===== src/rtl/wb_rr_shared_bus_if.sv =====
`default_nettype none
// ============================================================================
//  Module   : wb_rr_shared_bus_if
//  Purpose  : Bundled master-side and slave-side Wishbone signals of the
//             shared-bus interconnect.
//  Revision : 1.0  initial release
// ============================================================================
interface wb_rr_shared_bus_if #(
    parameter int NM = 2,
    parameter int NS = 4,
    parameter int AW = 32,
    parameter int DW = 32
);
    // Requests from the bus masters
    logic [NM*AW-1:0]     m_adr_i;
    logic [NM*DW-1:0]     m_dat_i;
    logic [NM*(DW/8)-1:0] m_sel_i;
    logic [NM-1:0]        m_we_i;
    logic [NM-1:0]        m_cyc_i;
    logic [NM-1:0]        m_stb_i;
    logic [DW-1:0]        m_dat_o;
    logic [NM-1:0]        m_ack_o;
    logic [NM-1:0]        m_err_o;

    // Owner's transfer as seen by the slaves
    logic [AW-1:0]        s_adr_o;
    logic [DW-1:0]        s_dat_o;
    logic [DW/8-1:0]      s_sel_o;
    logic                 s_we_o;
    logic [NS-1:0]        s_cyc_o;
    logic [NS-1:0]        s_stb_o;
    logic [NS*DW-1:0]     s_dat_i;
    logic [NS-1:0]        s_ack_i;
    logic [NS-1:0]        s_err_i;

    // Interconnect view: it drives the shared bus and answers the masters.
    modport master (
        input  m_adr_i, m_dat_i, m_sel_i, m_we_i, m_cyc_i, m_stb_i,
        input  s_dat_i, s_ack_i, s_err_i,
        output m_dat_o, m_ack_o, m_err_o,
        output s_adr_o, s_dat_o, s_sel_o, s_we_o, s_cyc_o, s_stb_o
    );

    // Endpoint view: masters and slaves attached around the interconnect.
    modport slave (
        output m_adr_i, m_dat_i, m_sel_i, m_we_i, m_cyc_i, m_stb_i,
        output s_dat_i, s_ack_i, s_err_i,
        input  m_dat_o, m_ack_o, m_err_o,
        input  s_adr_o, s_dat_o, s_sel_o, s_we_o, s_cyc_o, s_stb_o
    );
endinterface
`default_nettype wire


===== src/rtl/wb_rr_shared_bus.sv =====
`default_nettype none
// ============================================================================
//  Module   : wb_rr_shared_bus
//  Purpose  : Round-robin Wishbone shared bus, NM masters to NS slaves, with
//             address decode, unmapped-address error and transfer watchdog.
//  Revision : 1.0  initial release
// ============================================================================
module wb_rr_shared_bus #(
    parameter int NM      = 2,
    parameter int NS      = 4,
    parameter int AW      = 32,
    parameter int DW      = 32,
    parameter int TIMEOUT = 255
) (
    input  logic               clk_i,
    input  logic               rst_i,
    wb_rr_shared_bus_if.master bus,
    output logic [2:0]         gnt_o,
    output logic               busy_o
);
    localparam int          c_SW       = DW / 8;
    localparam logic [15:0] c_TMO_LAST = 16'(TIMEOUT - 1);

    typedef enum logic [0:0] {
        ST_IDLE = 1'b0,
        ST_OWN  = 1'b1
    } state_t;

    state_t      state_q;
    logic [2:0]  gnt_q;
    logic [2:0]  last_q;
    logic        busy_q;
    logic [15:0] tmo_cnt_q, tmo_cnt_d;
    logic        uerr_q, uerr_d;
    logic        uerr_done_q, uerr_done_d;
    logic        terr_q, terr_d;

    logic            w_own;
    logic [AW-1:0]   w_own_adr;
    logic [DW-1:0]   w_own_dat;
    logic [c_SW-1:0] w_own_sel;
    logic            w_own_we;
    logic            w_own_cyc;
    logic            w_own_stb;
    logic [3:0]      w_dec;
    logic            w_mapped;
    logic            w_s_ack;
    logic            w_s_err;
    logic            w_ack_own;
    logic            w_err_own;
    logic            w_unmap_fire;
    logic            w_tmo_run;
    logic            w_tmo_hit;
    logic            w_pick_vld;
    logic [2:0]      w_pick_idx;

    assign w_own = (state_q == ST_OWN);

    always_comb begin
        w_own_adr = '0;
        w_own_dat = '0;
        w_own_sel = '0;
        w_own_we  = 1'b0;
        w_own_cyc = 1'b0;
        w_own_stb = 1'b0;
        for (int k = 0; k < NM; k++) begin
            if (gnt_q == 3'(k)) begin
                w_own_adr = bus.m_adr_i[k*AW +: AW];
                w_own_dat = bus.m_dat_i[k*DW +: DW];
                w_own_sel = bus.m_sel_i[k*c_SW +: c_SW];
                w_own_we  = bus.m_we_i[k];
                w_own_cyc = bus.m_cyc_i[k];
                w_own_stb = bus.m_stb_i[k];
            end
        end
    end

    assign w_dec    = w_own_adr[AW-1 -: 4];
    assign w_mapped = ({1'b0, w_dec} < 5'(NS));

    // Rotating priority: first requester after the previous owner wins.
    always_comb begin
        w_pick_vld = 1'b0;
        w_pick_idx = '0;
        for (int i = 1; i <= NM; i++) begin
            if (!w_pick_vld && bus.m_cyc_i[(int'(last_q) + i) % NM]) begin
                w_pick_vld = 1'b1;
                w_pick_idx = 3'((int'(last_q) + i) % NM);
            end
        end
    end

    always_comb begin
        bus.s_adr_o = '0;
        bus.s_dat_o = '0;
        bus.s_sel_o = '0;
        bus.s_we_o  = 1'b0;
        bus.s_cyc_o = '0;
        bus.s_stb_o = '0;
        bus.m_dat_o = '0;
        w_s_ack     = 1'b0;
        w_s_err     = 1'b0;
        if (w_own) begin
            bus.s_adr_o = w_own_adr;
            bus.s_dat_o = w_own_dat;
            bus.s_sel_o = w_own_sel;
            bus.s_we_o  = w_own_we;
            for (int j = 0; j < NS; j++) begin
                if (w_dec == 4'(j)) begin
                    bus.s_cyc_o[j] = w_own_cyc;
                    bus.s_stb_o[j] = w_own_stb;
                    bus.m_dat_o    = bus.s_dat_i[j*DW +: DW];
                    w_s_ack        = bus.s_ack_i[j];
                    w_s_err        = bus.s_err_i[j];
                end
            end
        end
    end

    assign w_ack_own = w_s_ack & w_own_stb;
    assign w_err_own = (w_s_err & w_own_stb) | uerr_q | terr_q;

    always_comb begin
        bus.m_ack_o = '0;
        bus.m_err_o = '0;
        if (w_own) begin
            for (int k = 0; k < NM; k++) begin
                if (gnt_q == 3'(k)) begin
                    bus.m_ack_o[k] = w_ack_own;
                    bus.m_err_o[k] = w_err_own;
                end
            end
        end
    end

    // One unmapped error per strobe run; re-armed by stb low or a new owner.
    assign w_unmap_fire = w_own & w_own_stb & ~w_mapped & ~uerr_done_q;
    assign uerr_d       = w_unmap_fire;
    assign uerr_done_d  = w_own & w_own_stb & ~w_mapped & (uerr_done_q | w_unmap_fire);

    assign w_tmo_run = w_own & w_own_stb & w_mapped & ~w_s_ack & ~w_s_err
                     & ~uerr_q & ~terr_q;
    assign w_tmo_hit = w_tmo_run && (tmo_cnt_q == c_TMO_LAST);
    assign tmo_cnt_d = (w_tmo_run && !w_tmo_hit) ? tmo_cnt_q + 16'd1 : 16'd0;
    assign terr_d    = w_tmo_hit;

    always_ff @(posedge clk_i) begin
        if (rst_i) begin
            state_q <= ST_IDLE;
            gnt_q   <= '0;
            last_q  <= 3'(NM - 1);
            busy_q  <= 1'b0;
        end else begin
            case (state_q)
                ST_IDLE: begin
                    if (w_pick_vld) begin
                        gnt_q   <= w_pick_idx;
                        last_q  <= w_pick_idx;
                        busy_q  <= 1'b1;
                        state_q <= ST_OWN;
                    end
                end
                ST_OWN: begin
                    if (!w_own_cyc) begin
                        busy_q  <= 1'b0;
                        state_q <= ST_IDLE;
                    end
                end
                default: begin
                    busy_q  <= 1'b0;
                    state_q <= ST_IDLE;
                end
            endcase
        end
    end

    always_ff @(posedge clk_i) begin
        if (rst_i) begin
            tmo_cnt_q   <= '0;
            uerr_q      <= 1'b0;
            uerr_done_q <= 1'b0;
            terr_q      <= 1'b0;
        end else begin
            tmo_cnt_q   <= tmo_cnt_d;
            uerr_q      <= uerr_d;
            uerr_done_q <= uerr_done_d;
            terr_q      <= terr_d;
        end
    end

    assign gnt_o  = gnt_q;
    assign busy_o = busy_q;

endmodule
`default_nettype wire


===== src/flat_wrapper.sv =====
// flat-port wrapper written by rule: the top's interface ports become plain ports
module wb_rr_shared_bus_flat 
#(
    parameter int NM      = 2,
    parameter int NS      = 4,
    parameter int AW      = 32,
    parameter int DW      = 32,
    parameter int TIMEOUT = 255
)
  (clk_i, rst_i, gnt_o, busy_o, bus_m_adr_i, bus_m_dat_i, bus_m_sel_i, bus_m_we_i, bus_m_cyc_i, bus_m_stb_i, bus_s_dat_i, bus_s_ack_i, bus_s_err_i, bus_m_dat_o, bus_m_ack_o, bus_m_err_o, bus_s_adr_o, bus_s_dat_o, bus_s_sel_o, bus_s_we_o, bus_s_cyc_o, bus_s_stb_o);
  wb_rr_shared_bus_if #(.NM(NM), .NS(NS), .AW(AW), .DW(DW)) bus_i ();
  input  logic clk_i;
  input  logic rst_i;
  output logic [2:0] gnt_o;
  output logic busy_o;
  input wire logic [$bits(bus_i.m_adr_i)-1:0] bus_m_adr_i;
  input wire logic [$bits(bus_i.m_dat_i)-1:0] bus_m_dat_i;
  input wire logic [$bits(bus_i.m_sel_i)-1:0] bus_m_sel_i;
  input wire logic [$bits(bus_i.m_we_i)-1:0] bus_m_we_i;
  input wire logic [$bits(bus_i.m_cyc_i)-1:0] bus_m_cyc_i;
  input wire logic [$bits(bus_i.m_stb_i)-1:0] bus_m_stb_i;
  input wire logic [$bits(bus_i.s_dat_i)-1:0] bus_s_dat_i;
  input wire logic [$bits(bus_i.s_ack_i)-1:0] bus_s_ack_i;
  input wire logic [$bits(bus_i.s_err_i)-1:0] bus_s_err_i;
  output wire logic [$bits(bus_i.m_dat_o)-1:0] bus_m_dat_o;
  output wire logic [$bits(bus_i.m_ack_o)-1:0] bus_m_ack_o;
  output wire logic [$bits(bus_i.m_err_o)-1:0] bus_m_err_o;
  output wire logic [$bits(bus_i.s_adr_o)-1:0] bus_s_adr_o;
  output wire logic [$bits(bus_i.s_dat_o)-1:0] bus_s_dat_o;
  output wire logic [$bits(bus_i.s_sel_o)-1:0] bus_s_sel_o;
  output wire logic [$bits(bus_i.s_we_o)-1:0] bus_s_we_o;
  output wire logic [$bits(bus_i.s_cyc_o)-1:0] bus_s_cyc_o;
  output wire logic [$bits(bus_i.s_stb_o)-1:0] bus_s_stb_o;
  assign bus_i.m_adr_i = bus_m_adr_i;
  assign bus_i.m_dat_i = bus_m_dat_i;
  assign bus_i.m_sel_i = bus_m_sel_i;
  assign bus_i.m_we_i = bus_m_we_i;
  assign bus_i.m_cyc_i = bus_m_cyc_i;
  assign bus_i.m_stb_i = bus_m_stb_i;
  assign bus_i.s_dat_i = bus_s_dat_i;
  assign bus_i.s_ack_i = bus_s_ack_i;
  assign bus_i.s_err_i = bus_s_err_i;
  assign bus_m_dat_o = bus_i.m_dat_o;
  assign bus_m_ack_o = bus_i.m_ack_o;
  assign bus_m_err_o = bus_i.m_err_o;
  assign bus_s_adr_o = bus_i.s_adr_o;
  assign bus_s_dat_o = bus_i.s_dat_o;
  assign bus_s_sel_o = bus_i.s_sel_o;
  assign bus_s_we_o = bus_i.s_we_o;
  assign bus_s_cyc_o = bus_i.s_cyc_o;
  assign bus_s_stb_o = bus_i.s_stb_o;
  wb_rr_shared_bus #(.NM(NM), .NS(NS), .AW(AW), .DW(DW), .TIMEOUT(TIMEOUT)) u_core (.clk_i(clk_i), .rst_i(rst_i), .bus(bus_i), .gnt_o(gnt_o), .busy_o(busy_o));
endmodule

===== config.mk =====
export PLATFORM = sky130hd
export DESIGN_NAME = wb_rr_shared_bus_flat
export DESIGN_NICKNAME = d
export VERILOG_FILES = /design/src/rtl/wb_rr_shared_bus_if.sv /design/src/rtl/wb_rr_shared_bus.sv /design/src/flat_wrapper.sv
export SDC_FILE = /design/constraint.sdc
export NUM_CORES = 1
export LEC_CHECK = 0
export CAP_MARGIN = 25
export CORE_AREA = 3 3 155 157
export DETAILED_ROUTE_END_ITERATION = 10
export DIE_AREA = 0 0 158 160
export SYNTH_ARGS = -nofsm -noshare
export SYNTH_HDL_FRONTEND = slang
export SYNTH_SLANG_ARGS = --single-unit

===== constraint.sdc =====
create_clock -name clk_i -period 3.6 [get_ports clk_i]
set_clock_uncertainty 0.05 [all_clocks]
set_input_delay 1.08 -clock clk_i [delete_from_list [all_inputs] [get_ports clk_i]]
set_output_delay 1.08 -clock clk_i [all_outputs]
set_load 0.01 [all_outputs]

==> reports/results.tsv <==
metric	value	unit
slowest stage delay, CP	0.28	ns
DRC Markers	0	
Hold Crit Class	reg2reg	
DRT iter0 DRCs	192	
initial antenna violation count	0	
share of layout cells above drive strength 1	21.1	%
first-pass GRT wire length	30.2	mm
CTS tree	built	
peak supply drop	0.000141	V
WP data arrival	2.44	ns
clk_lat worst skew	0.26	ns
Top FF cell, synth	dfxtp_1	
GPL Wtd Cong	0.909	
Clk pwr share	17.4	%
Synth Register Bits	23	
synthesized area	3200	um2
H-tree Lvls	1	
final hold violation count	0	
IO Count	397	
Pleak	0.00300	uW
Seq/Total Area, Yosys	14.4	%
final number of setup-violating endpoints	0	
clk buf depth	2	
vias in the first global route	5083	
Mapped Avg Cell Area	7.66	um2
Async SR Flop Fraction	0	%
global route overflow	0	
Area growth syn-to-layout	154	%
Hold-fix buffers, CTS	0	
IO Port Bufs	394	
CTS root buf	clkbuf_16	
Seq pwr share	18.8	%
Util after Layout	35.9	%
gate count of the mapped netlist	418	
Yosys cell types	44	
CTS sink cnt	23	
RSZ-0062 raised after global routing	true	
Worst setup EP type	output port	
final std cells w/o fill	1125	
largest net degree at the start of global routing	72	
die area	25300	um2
hold_ws	0.332	ns
Worst Path Required	2.47	ns
Net Sw Power	466	uW
Placeable Area	22600	um2
dpl cells	1116	
cts bufs inserted	3	
wire length per cell	18.5	um
commonest non-fill, non-tap cell in the layout	clkdlybuf4s50_1	
Crit Path Class	in2out	
Die Height	160	um
Max Cap Viol	0	
Power Density	176	nW/um2
Achievable Freq	0.280	GHz
n_diodes	0	
most frequent cells in the layout	clkdlybuf4s50_1 (340), mux2i_1 (97), nor2_1 (83), buf_4 (44), buf_2 (36)	
Vias	4916	
post-DR vias/cell	4.37	
Reg clk slew, reported paths	0.06	ns
Crit Path Max Fanout	6	
Starting Density	14.1	%
fin crit share	99.2	%
Startpoint Class	input pin	
drt first pass iters	7	
cell-internal power	964	uW
row count	55	
Tmin final	3.57	ns
Net Sw Frac	32.6	%
Post-synth EDFFs	0	
GRT Overall Usage	15.3	%
worst path cell trace	buf_6 -> and4bb_2 -> o21ai_4 -> buf_12 -> o221ai_4 -> or2_4 -> o22ai_1 -> buf_2	
status	completed	
fin. max-slew vios	0	
NumNets Final	1123	
antenna viol nets, final	0	
synth warn	0	
combinational fraction of design power	63.8	%
DIE WIDTH	158	um
Post-DP HPWL	17.9	mm
slowest CP cell	or2_4	
WL final	20.8	mm
[power by group through the flow]
stage / Sequential [uW] / Clock [uW] / Combinational [uW]
finish: 269 / 249 / 912
global route: 270 / 267 / 971
CTS: 269 / 254 / 914
detailed placement: 275 / 0 / 885
global placement: 275 / 0 / 884
floorplan: 269 / 0 / 296
[kinds of logic after synthesis]
group | count (synthesis) | share of synthesized area, %
AOI/OAI and AO/OA | 77 | 16.9
and+or+nand+nor | 155 | 25.1
xor gates and xnor gates | 14 | 3.83
adders and majority gates | 2 | 0.781
DFF | 23 | 14.4
other | 1 | 0.117
buffers and inverters | 42 | 6.17
muxes | 104 | 32.7
[registers in the layout, indices dropped and copies added (netlist names)]
register and flops:
u_core.busy_o 1, u_core.uerr_q 1, u_core.tmo_cnt_q 16, u_core.uerr_done_q 1, u_core.state_q 1, u_core.gnt_o 1, u_core.terr_q 1, u_core.last_q 1
[cells in the mapped netlist, drive strengths merged (3+ instances only)]
| cell type | n | share of area [%] |
|---|---|---|
| and4 | 3 | 0.82 |
| and3 | 3 | 0.59 |
| nand4 | 5 | 0.98 |
| mux2i | 101 | 32 |
| xor2 | 10 | 2.7 |
| nand3 | 4 | 0.63 |
| nand2 | 16 | 2.0 |
| nor4 | 20 | 5.5 |
| clkbuf | 24 | 2.8 |
| nor3 | 13 | 2.0 |
| nor2 | 83 | 9.7 |
| mux2 | 3 | 1.1 |
| xnor2 | 4 | 1.1 |
| dfxtp | 23 | 14 |
| o21ai | 3 | 0.59 |
| a21oi | 34 | 5.3 |
| o22ai | 3 | 0.59 |
| buf | 14 | 2.9 |
| inv | 4 | 0.47 |
| o221ai | 34 | 9.7 |
[worst paths after layout]
path                      startpoint  depth (start not counted)              endpoint  slack [ns]
hold / removal    u_core.uerr_done_q                          1         u_core.uerr_q        0.33
setup / recovery     bus_m_adr_i[61]                          8        bus_m_err_o[1]        0.03
hold reg to reg   u_core.uerr_done_q                          1         u_core.uerr_q        0.33
setup reg to reg     u_core.gnt_o[0]                          7  u_core.tmo_cnt_q[15]        1.21
[worst max-delay path, delay by kind of cell]
kind | cells | cell delay [ns]
AND/OR/NAND/NOR | 2 | 0.53
buffers and inverters | 3 | 0.42
AO/OA/AOI/OAI | 3 | 0.42
[through the flow]
stage	total power [uW]	setup slack, ns	TNS [ns]	area [um2]
3_5_place_dp	1160	-0.831	-31.47	7860
6_report	1430	0.0273	0	8130
5_1_grt	1510	-0.0188	-0.0242	8130
4_1_cts	1440	0.00332	0	8090
2_1_floorplan	565	0.188	0	3210
3_3_place_gp	1160	-0.832	-31.02	7860
[per-layer routing]
metal	share of wire [%]	vias up	GRT usage, %
met4	1.3	0	1.76
met2	53	219	28.2
met3	6.3	25	2.85
met5	0	-	0
met1	40	2259	18.9
li1	-	2413	-
[area by class of cell]
class	count	area, um2
multi-input cells	354	2820
repair buffers	455	4390
flip-flops and latches	23	464
fillers	2378	14500
inverters	4	15.0
well taps	285	357
clock buffers	3	75.1
clock inverters	1	7.51
[what timing repair did]
item                                    CTS  global route
hold endpoints to repair                  0             0
gates resized for setup                 250            17
cloned                                    1             0
pin swaps                                18             6
endpoints found under the setup margin   47            40
setup buffers                             6             0
Note: power is estimated with default switching activity, not from simulation.
